===== config.mk =====
export PLATFORM = sky130hd
export DESIGN_NAME = adc_conv_rd_flat
export DESIGN_NICKNAME = d
export VERILOG_FILES = /design/src/rtl/adc_conv_rd_if.sv /design/src/rtl/adc_conv_rd.sv /design/src/flat_wrapper.sv
export SDC_FILE = /design/constraint.sdc
export NUM_CORES = 1
export LEC_CHECK = 0
export CAP_MARGIN = 20
export CORE_MARGIN = 2
export CORE_UTILIZATION = 55
export DETAILED_ROUTE_END_ITERATION = 8
export PLACE_DENSITY_LB_ADDON = 0.08
export SYNTH_ARGS = -nofsm -noshare
export SYNTH_HDL_FRONTEND = slang
export SYNTH_SLANG_ARGS = --single-unit

===== constraint.sdc =====
create_clock -name i_clk -period 2 [get_ports i_clk]
set_input_delay 0.4 -clock i_clk [delete_from_list [all_inputs] [get_ports i_clk]]
set_output_delay 0.4 -clock i_clk [all_outputs]
set_load 0.005 [all_outputs]

===== src/rtl/adc_conv_rd_if.sv =====
// Pin and result bundle of the periodic ADC conversion/readback controller.
// o_adc_valid is a one-cycle pulse with no back-pressure: o_adc_data is new in that cycle and held afterwards.
interface adc_conv_rd_if;
    logic        o_adc_cnv;
    logic        i_adc_busy;
    logic        o_adc_cs_n;
    logic        o_adc_sck;
    logic        i_adc_sdo;
    logic [23:0] o_adc_data;
    logic        o_adc_valid;
    logic        o_timeout;
    logic        o_overrun;

    modport master (
        output o_adc_cnv, o_adc_cs_n, o_adc_sck,
        output o_adc_data, o_adc_valid, o_timeout, o_overrun,
        input  i_adc_busy, i_adc_sdo
    );

    modport slave (
        input  o_adc_cnv, o_adc_cs_n, o_adc_sck,
        input  o_adc_data, o_adc_valid, o_timeout, o_overrun,
        output i_adc_busy, i_adc_sdo
    );
endinterface


===== src/rtl/adc_conv_rd.sv =====
// Periodic CNV pulse, BUSY wait with timeout, 24-bit SPI readback of the ADC sample.
// Build macro ADC_TEST_PATTERN_EN replaces the read word with a counting test pattern.
module adc_conv_rd #(
    parameter int CONV_PERIOD  = 400,
    parameter int CNV_HIGH     = 4,
    parameter int SCK_HALF     = 2,
    parameter int BUSY_TIMEOUT = 200
) (
    input  logic                 i_clk,
    input  logic                 i_rst,
    input  logic                 i_en,
    adc_conv_rd_if.master        adc,
    output logic [2:0]           state_dbg
);
    localparam int PW   = (CONV_PERIOD > 1) ? $clog2(CONV_PERIOD) : 1;
    localparam int T1   = (CNV_HIGH > 2 * SCK_HALF) ? CNV_HIGH : 2 * SCK_HALF;
    localparam int TMAX = (T1 > BUSY_TIMEOUT) ? T1 : BUSY_TIMEOUT;
    localparam int TW   = $clog2(TMAX + 1);

    localparam logic [PW-1:0] PERIOD_LAST = PW'(CONV_PERIOD - 1);
    localparam logic [TW-1:0] CNV_LAST    = TW'(CNV_HIGH - 1);
    localparam logic [TW-1:0] BUSY_LIMIT  = TW'(BUSY_TIMEOUT);
    localparam logic [TW-1:0] SCK_RISE    = TW'(SCK_HALF);
    localparam logic [TW-1:0] SCK_LAST    = TW'(2 * SCK_HALF - 1);

    typedef enum logic [2:0] {
        S_IDLE, S_CONV, S_BUSY_WAIT, S_READ, S_DONE
    } state_t;

    state_t        state, state_nxt;
    logic [PW-1:0] period_cnt;
    logic [TW-1:0] timer, timer_nxt;
    logic [4:0]    bit_cnt, bit_cnt_nxt;
    logic [23:0]   shift_reg;
    logic [23:0]   load_word;
    logic [23:0]   data;
    logic          busy_meta, busy_sync;
    logic          tick, sample, load, timeout_set;
    logic          valid, timeout, overrun;

    assign tick = i_en && (period_cnt == '0);

    always_ff @(posedge i_clk or negedge i_rst) begin
        if (!i_rst) begin
            period_cnt <= '0;
        end else if (!i_en) begin
            period_cnt <= '0;
        end else if (period_cnt == PERIOD_LAST) begin
            period_cnt <= '0;
        end else begin
            period_cnt <= period_cnt + PW'(1);
        end
    end

    always_ff @(posedge i_clk or negedge i_rst) begin
        if (!i_rst) begin
            state   <= S_IDLE;
            timer   <= '0;
            bit_cnt <= '0;
        end else begin
            state   <= state_nxt;
            timer   <= timer_nxt;
            bit_cnt <= bit_cnt_nxt;
        end
    end

    // One timer is shared: CNV width in CONV, BUSY wait length, then SCK phase in READ.
    always_comb begin
        state_nxt   = state;
        timer_nxt   = timer;
        bit_cnt_nxt = bit_cnt;
        sample      = 1'b0;
        load        = 1'b0;
        timeout_set = 1'b0;
        case (state)
            S_IDLE: begin
                if (tick) begin
                    state_nxt = S_CONV;
                    timer_nxt = '0;
                end
            end
            S_CONV: begin
                if (timer == CNV_LAST) begin
                    state_nxt = S_BUSY_WAIT;
                    timer_nxt = '0;
                end else begin
                    timer_nxt = timer + TW'(1);
                end
            end
            S_BUSY_WAIT: begin
                if (!busy_sync) begin
                    state_nxt   = S_READ;
                    timer_nxt   = '0;
                    bit_cnt_nxt = '0;
                end else if (timer == BUSY_LIMIT) begin
                    state_nxt   = S_IDLE;
                    timeout_set = 1'b1;
                end else begin
                    timer_nxt = timer + TW'(1);
                end
            end
            S_READ: begin
                if (timer == SCK_LAST) begin
                    sample    = 1'b1;
                    timer_nxt = '0;
                    if (bit_cnt == 5'd23) begin
                        state_nxt = S_DONE;
                    end else begin
                        bit_cnt_nxt = bit_cnt + 5'd1;
                    end
                end else begin
                    timer_nxt = timer + TW'(1);
                end
            end
            S_DONE: begin
                load      = 1'b1;
                state_nxt = S_IDLE;
            end
            default: state_nxt = S_IDLE;
        endcase
    end

    // BUSY comes from the ADC clock-free logic, so it is resynchronised before use.
    always_ff @(posedge i_clk or negedge i_rst) begin
        if (!i_rst) begin
            busy_meta <= 1'b0;
            busy_sync <= 1'b0;
            shift_reg <= '0;
            data      <= '0;
            valid     <= 1'b0;
            timeout   <= 1'b0;
            overrun   <= 1'b0;
        end else begin
            busy_meta <= adc.i_adc_busy;
            busy_sync <= busy_meta;
            if (sample) begin
                shift_reg <= {shift_reg[22:0], adc.i_adc_sdo};
            end
            if (load) begin
                data <= load_word;
            end
            valid   <= load;
            timeout <= timeout_set;
            overrun <= tick && (state != S_IDLE);
        end
    end

`ifdef ADC_TEST_PATTERN_EN
    logic [23:0] pattern_cnt;

    always_ff @(posedge i_clk or negedge i_rst) begin
        if (!i_rst) begin
            pattern_cnt <= '0;
        end else if (load) begin
            pattern_cnt <= pattern_cnt + 24'd1;
        end
    end

    assign load_word = pattern_cnt + 24'd1;
`else
    assign load_word = shift_reg;
`endif

    assign adc.o_adc_cnv   = (state == S_CONV);
    assign adc.o_adc_cs_n  = (state != S_READ);
    assign adc.o_adc_sck   = (state == S_READ) && (timer >= SCK_RISE);
    assign adc.o_adc_data  = data;
    assign adc.o_adc_valid = valid;
    assign adc.o_timeout   = timeout;
    assign adc.o_overrun   = overrun;
    assign state_dbg       = state;
endmodule


===== src/flat_wrapper.sv =====
// flat-port wrapper written by rule: the top's interface ports become plain ports
module adc_conv_rd_flat 
#(
    parameter int CONV_PERIOD  = 400,
    parameter int CNV_HIGH     = 4,
    parameter int SCK_HALF     = 2,
    parameter int BUSY_TIMEOUT = 200
)
  (i_clk, i_rst, i_en, state_dbg, adc_o_adc_cnv, adc_o_adc_cs_n, adc_o_adc_sck, adc_o_adc_data, adc_o_adc_valid, adc_o_timeout, adc_o_overrun, adc_i_adc_busy, adc_i_adc_sdo);
  adc_conv_rd_if adc_i ();
  input  logic i_clk;
  input  logic i_rst;
  input  logic i_en;
  output logic [2:0] state_dbg;
  output wire logic [$bits(adc_i.o_adc_cnv)-1:0] adc_o_adc_cnv;
  output wire logic [$bits(adc_i.o_adc_cs_n)-1:0] adc_o_adc_cs_n;
  output wire logic [$bits(adc_i.o_adc_sck)-1:0] adc_o_adc_sck;
  output wire logic [$bits(adc_i.o_adc_data)-1:0] adc_o_adc_data;
  output wire logic [$bits(adc_i.o_adc_valid)-1:0] adc_o_adc_valid;
  output wire logic [$bits(adc_i.o_timeout)-1:0] adc_o_timeout;
  output wire logic [$bits(adc_i.o_overrun)-1:0] adc_o_overrun;
  input wire logic [$bits(adc_i.i_adc_busy)-1:0] adc_i_adc_busy;
  input wire logic [$bits(adc_i.i_adc_sdo)-1:0] adc_i_adc_sdo;
  assign adc_o_adc_cnv = adc_i.o_adc_cnv;
  assign adc_o_adc_cs_n = adc_i.o_adc_cs_n;
  assign adc_o_adc_sck = adc_i.o_adc_sck;
  assign adc_o_adc_data = adc_i.o_adc_data;
  assign adc_o_adc_valid = adc_i.o_adc_valid;
  assign adc_o_timeout = adc_i.o_timeout;
  assign adc_o_overrun = adc_i.o_overrun;
  assign adc_i.i_adc_busy = adc_i_adc_busy;
  assign adc_i.i_adc_sdo = adc_i_adc_sdo;
  adc_conv_rd #(.CONV_PERIOD(CONV_PERIOD), .CNV_HIGH(CNV_HIGH), .SCK_HALF(SCK_HALF), .BUSY_TIMEOUT(BUSY_TIMEOUT)) u_core (.i_clk(i_clk), .i_rst(i_rst), .i_en(i_en), .adc(adc_i), .state_dbg(state_dbg));
endmodule

==> impl_metrics.csv <==
group,metric,value,unit
routing,drtAntennaViolNets,0,
finish,final_cell_area,4290,sq um
power,p_seq_share,43.8,%
setup_path,timing.critical_path.slowest_cell_delay,410,ps
yosys,synth_enable_flop_cells,0,
yosys,synth.yosys.seq_area_share,57.5,%
yosys,post_synth_instance_area,3390,sq um
setup_path,critical_path.max_fanout,2,
placement,port-buffer-count,37,
clock_tree,tritoncts,"built",
timing,min_period,1910,ps
clock_tree,clkTransAtPathRegs,80,ps
yosys,postSynthNetCount,278,
routing,route.final.wire_length,6150,um
clock_tree,cts_htree_levels,3,
finish,post-route-util,72.0,%
finish,nets,347,
yosys,number_of_standard_cells_after_synthesis,267,
power,power.density_cell_area,936,nW/um^2
global_routing,grt_pass1_wl,10200,um
placement,dpl_cell_area,4020,sq um
clock_tree,clock_network_latency_to_the_later_pin_of_the_worst_skew_pair,340,ps
timing,grt_setup_unrepaired,"no",
finish,filler_instances,437,
placement,place_inst,393,
setup_path,crit_slowest_cell,"or3_4",
die,placeableCoreArea,5960,sq um
global_routing,grt_usage,19.7,%
yosys,ys.flop_type,"dfrtp_1",
setup_path,reg2reg_launch_point,"u_core.period_cnt[5]$_DFF_PN0_",
setup_path,r2r_slack,130,ps
timing,timing_max_transition_violations_final,0,
die,ios,38,
clock_tree,max-clock-path-buffers,2,
yosys,synthArstFlopShare,100,%
outcome,run_status,"finished, final reports clean",
clock_tree,clock_sinks,78,
setup_path,rr_endpoint,"u_core.timer[7]$_DFFE_PN0P_",
clock_tree,cts_bufs_inserted,9,
power,cellLeakagePower,2.05,nW
routing,route.met3.wl,277,um
worst_hold_path,timing.hold.worst.class,"primary input to asynchronous set/reset pin",
yosys,ys_ff_latch,78,
die,floorplan.die.width,82.6,um
power,pwr-share-clk,28.1,%
yosys,yosysWarningCount,0,
routing,wl_met2,2700,um
routing,drt_pre_antenna_iters,4,
routing,detailroute.via_count,2249,
power,power.net_switching,0.00120,W
timing,worst_clock_skew,10.9,ps
timing,tightestPinTransition,550,ps
setup_path,worst_path_dominant_cell_family,"simple AND/OR/NAND/NOR gates",
power,vdd_ir_drop_max,0.674,mV
global_routing,grt_start_max_net_pins,44,
placement,place.gp.congestion,0.870,
setup_path,critical_path.n_buffers_inverters,1,
routing,route.layer.met1.wl,3100,um
routing,drt-initial-drc-count,196,
setup_path,cp_cell_sequence,"or3_4 > nor4_4 > a21oi_1 > buf_2",
global_routing,grt_pass1_vias,2160,
power,power.share.combinational,28.1,%
clock_tree,ctsHoldBuffers,0,
timing,timing.slew.headroom,63.3,%
routing,avgRoutedWirePerCell,14.8,um
timing,endpoints_failing_setup,0,
power,cell_internal_pwr,0.00281,W
setup_path,worst_ep_required_time,1600,ps
power,switching_share,29.9,%
die,floorplan.initialDensity,57.0,%
setup_path,arrival,1510,ps
setup_path,path_class,"flip-flop to primary output",
timing,final-hold-violation-count,0,
timing,finalCritPeriodShare,95.7,%
global_routing,grt_overflow_total,0,
placement,detailedPlacementHpwl,4150,um
routing,top_layer,"met4",
routing,viasPerCell,5.42,
die,die_h,82.6,um
clock_tree,cts_root_buf,"clkbuf_8",
routing,drcViolationCount,0,
timing,timing.fmax,0.522,GHz
finish,diodes,0,
setup_path,setup.worst_path.start_class,"flip-flop",
yosys,unique_cell_type_count_in_the_yosys_netlist,39,
setup_path,rr_worst_depth,5,
die,std_cell_rows,28,
global_routing,grt_antenna_before_repair,0,
setup_path,timing.critical_path.to_type,"primary output",
job,maxCapViolations,0,
finish,fraction_of_final_layout_cells_sized_beyond_drive_strength_1,31.8,%
finish,area_growth,26.4,%
yosys,synth.avg_cell_area,12.7,sq um
finish,finish.cell_count_without_fillers,415,
die,die-area,6820,sq um
==> worst register-to-register path, cell delays in order (launching register included) <==
cell and delay (ps):
dfrtp_1 440, nor3_1 310, nand4b_1 190, a211o_4 420, nand2b_4 190, o41ai_2 210
==> state kept, by name, summed over array words and instances, names as in the netlist <==
name                    flops
u_core.bit_cnt              5
u_core.state_dbg            3
u_core.adc.o_timeout        1
u_core.adc.o_adc_data      24
u_core.busy_sync            1
u_core.period_cnt           9
u_core.load_word           24
u_core.busy_meta            1
u_core.adc.o_adc_valid      1
u_core.adc.o_overrun        1
u_core.timer                8
==> final cells by class <==
cell class              count  area, sq um  share of cell area [%]
clock inverters             6         62.6                    1.46
clock buffers               9          124                    2.89
well taps                  75         93.8                    2.19
multi-input cells         175         1420                    33.1
flip-flops and latches     78         1950                    45.5
repair buffers             64          607                    14.1
inverters                   8         30.0                   0.700
==> per-layer routing <==
layer,track usage [%],vias to the layer above
met5,0,-
met4,6.89,0
met3,5.22,7
met2,28.5,45
met1,28.9,1108
li1,-,1089
==> power groups by stage <==
stage	Sequential, W	Combinational, W	Clock (W)
2_1_floorplan	0.00179	0.000536	0
3_3_place_gp	0.00178	0.000975	0
3_5_place_dp	0.00179	0.000991	0
4_1_cts	0.00176	0.00105	0.00116
5_1_grt	0.00177	0.00125	0.00123
6_report	0.00176	0.00113	0.00113
==> worst max-delay path by stage <==
stage | from | endpoint | slack (ps) | cells after the start
after global routing | u_core.period_cnt[5]$_DFF_PN0_ | u_core.timer[7]$_DFFE_PN0P_ | 5 | 5
after floorplan | u_core.timer[1]$_DFFE_PN0P_ | u_core.load_word[0]$_DFFE_PN0P_ | 260 | 5
after CTS | u_core.state_dbg[1]$_DFFE_PN0P_ | adc_o_adc_cs_n | 10 | 3
after detailed placement | i_en | u_core.timer[7]$_DFFE_PN0P_ | -290 | 6
after global placement | i_en | u_core.timer[6]$_DFFE_PN0P_ | -230 | 6
final | u_core.timer[5]$_DFFE_PN0P_ | adc_o_adc_sck | 90 | 4
==> stage by stage <==
stage,setup TNS [ps],total power (W),hold WS (ps),setup WS (ps)
after floorplan,0,0.00232,104,263
after global placement,-1500,0.00276,337,-230
after detailed placement,-2050,0.00278,337,-293
after CTS,0,0.00396,55.6,10.1
after global routing,0,0.00425,80.4,5.29
final,0,0.00402,33.5,85.7
==> Yosys cell counts, types with 2 or more instances <==
cell type | n | area (sq um)
a21oi_1 | 9 | 45.0
ha_1 | 6 | 75.1
nand4_1 | 2 | 12.5
xnor2_1 | 6 | 52.6
nand2b_1 | 3 | 18.8
inv_1 | 8 | 30.0
a21boi_0 | 4 | 30.0
o31ai_2 | 3 | 37.5
mux2_2 | 48 | 541
and3_1 | 2 | 12.5
nand3_1 | 10 | 50.1
nand4b_1 | 2 | 17.5
o21ai_0 | 16 | 80.1
buf_2 | 5 | 25.0
a31oi_1 | 2 | 12.5
nor3b_1 | 2 | 15.0
nor3_1 | 8 | 40.0
xor2_1 | 2 | 17.5
dfrtp_1 | 78 | 1950
nand2_1 | 13 | 48.8
nor2_1 | 19 | 71.3
nor4b_4 | 2 | 47.6
==> what timing repair did <==
action | CTS | global route
setup endpoints to repair | 2 | 13
cloned | 0 | 0
setup buffers | 3 | 4
resized for setup | 7 | 8
pin swaps | 3 | 3
==> cells in the final DEF (no fill, tap or decap), drive strengths merged, types with 6 or more instances in the layout <==
master         count
buf               29
ha                 6
inv                9
nand3             11
a21oi              9
dfrtp             78
nor2              19
clkbuf             9
o21ai             16
clkdlybuf4s50     32
nor3               8
mux2              48
nand2             13
xnor2              6
==> cell families (layout without fill, tap and decap cells) <==
group / count (synthesis) / in the layout / synth area share [%]
compound gates: 39 / 39 / 7.52
simple gates: 74 / 74 / 13.0
flops: 78 / 78 / 57.5
mux: 48 / 48 / 15.9
buf+inv: 14 / 87 / 1.77
xor+xnor: 8 / 8 / 2.06
fa+ha+maj: 6 / 6 / 2.21
Note: power is estimated with default switching activity, not from simulation.
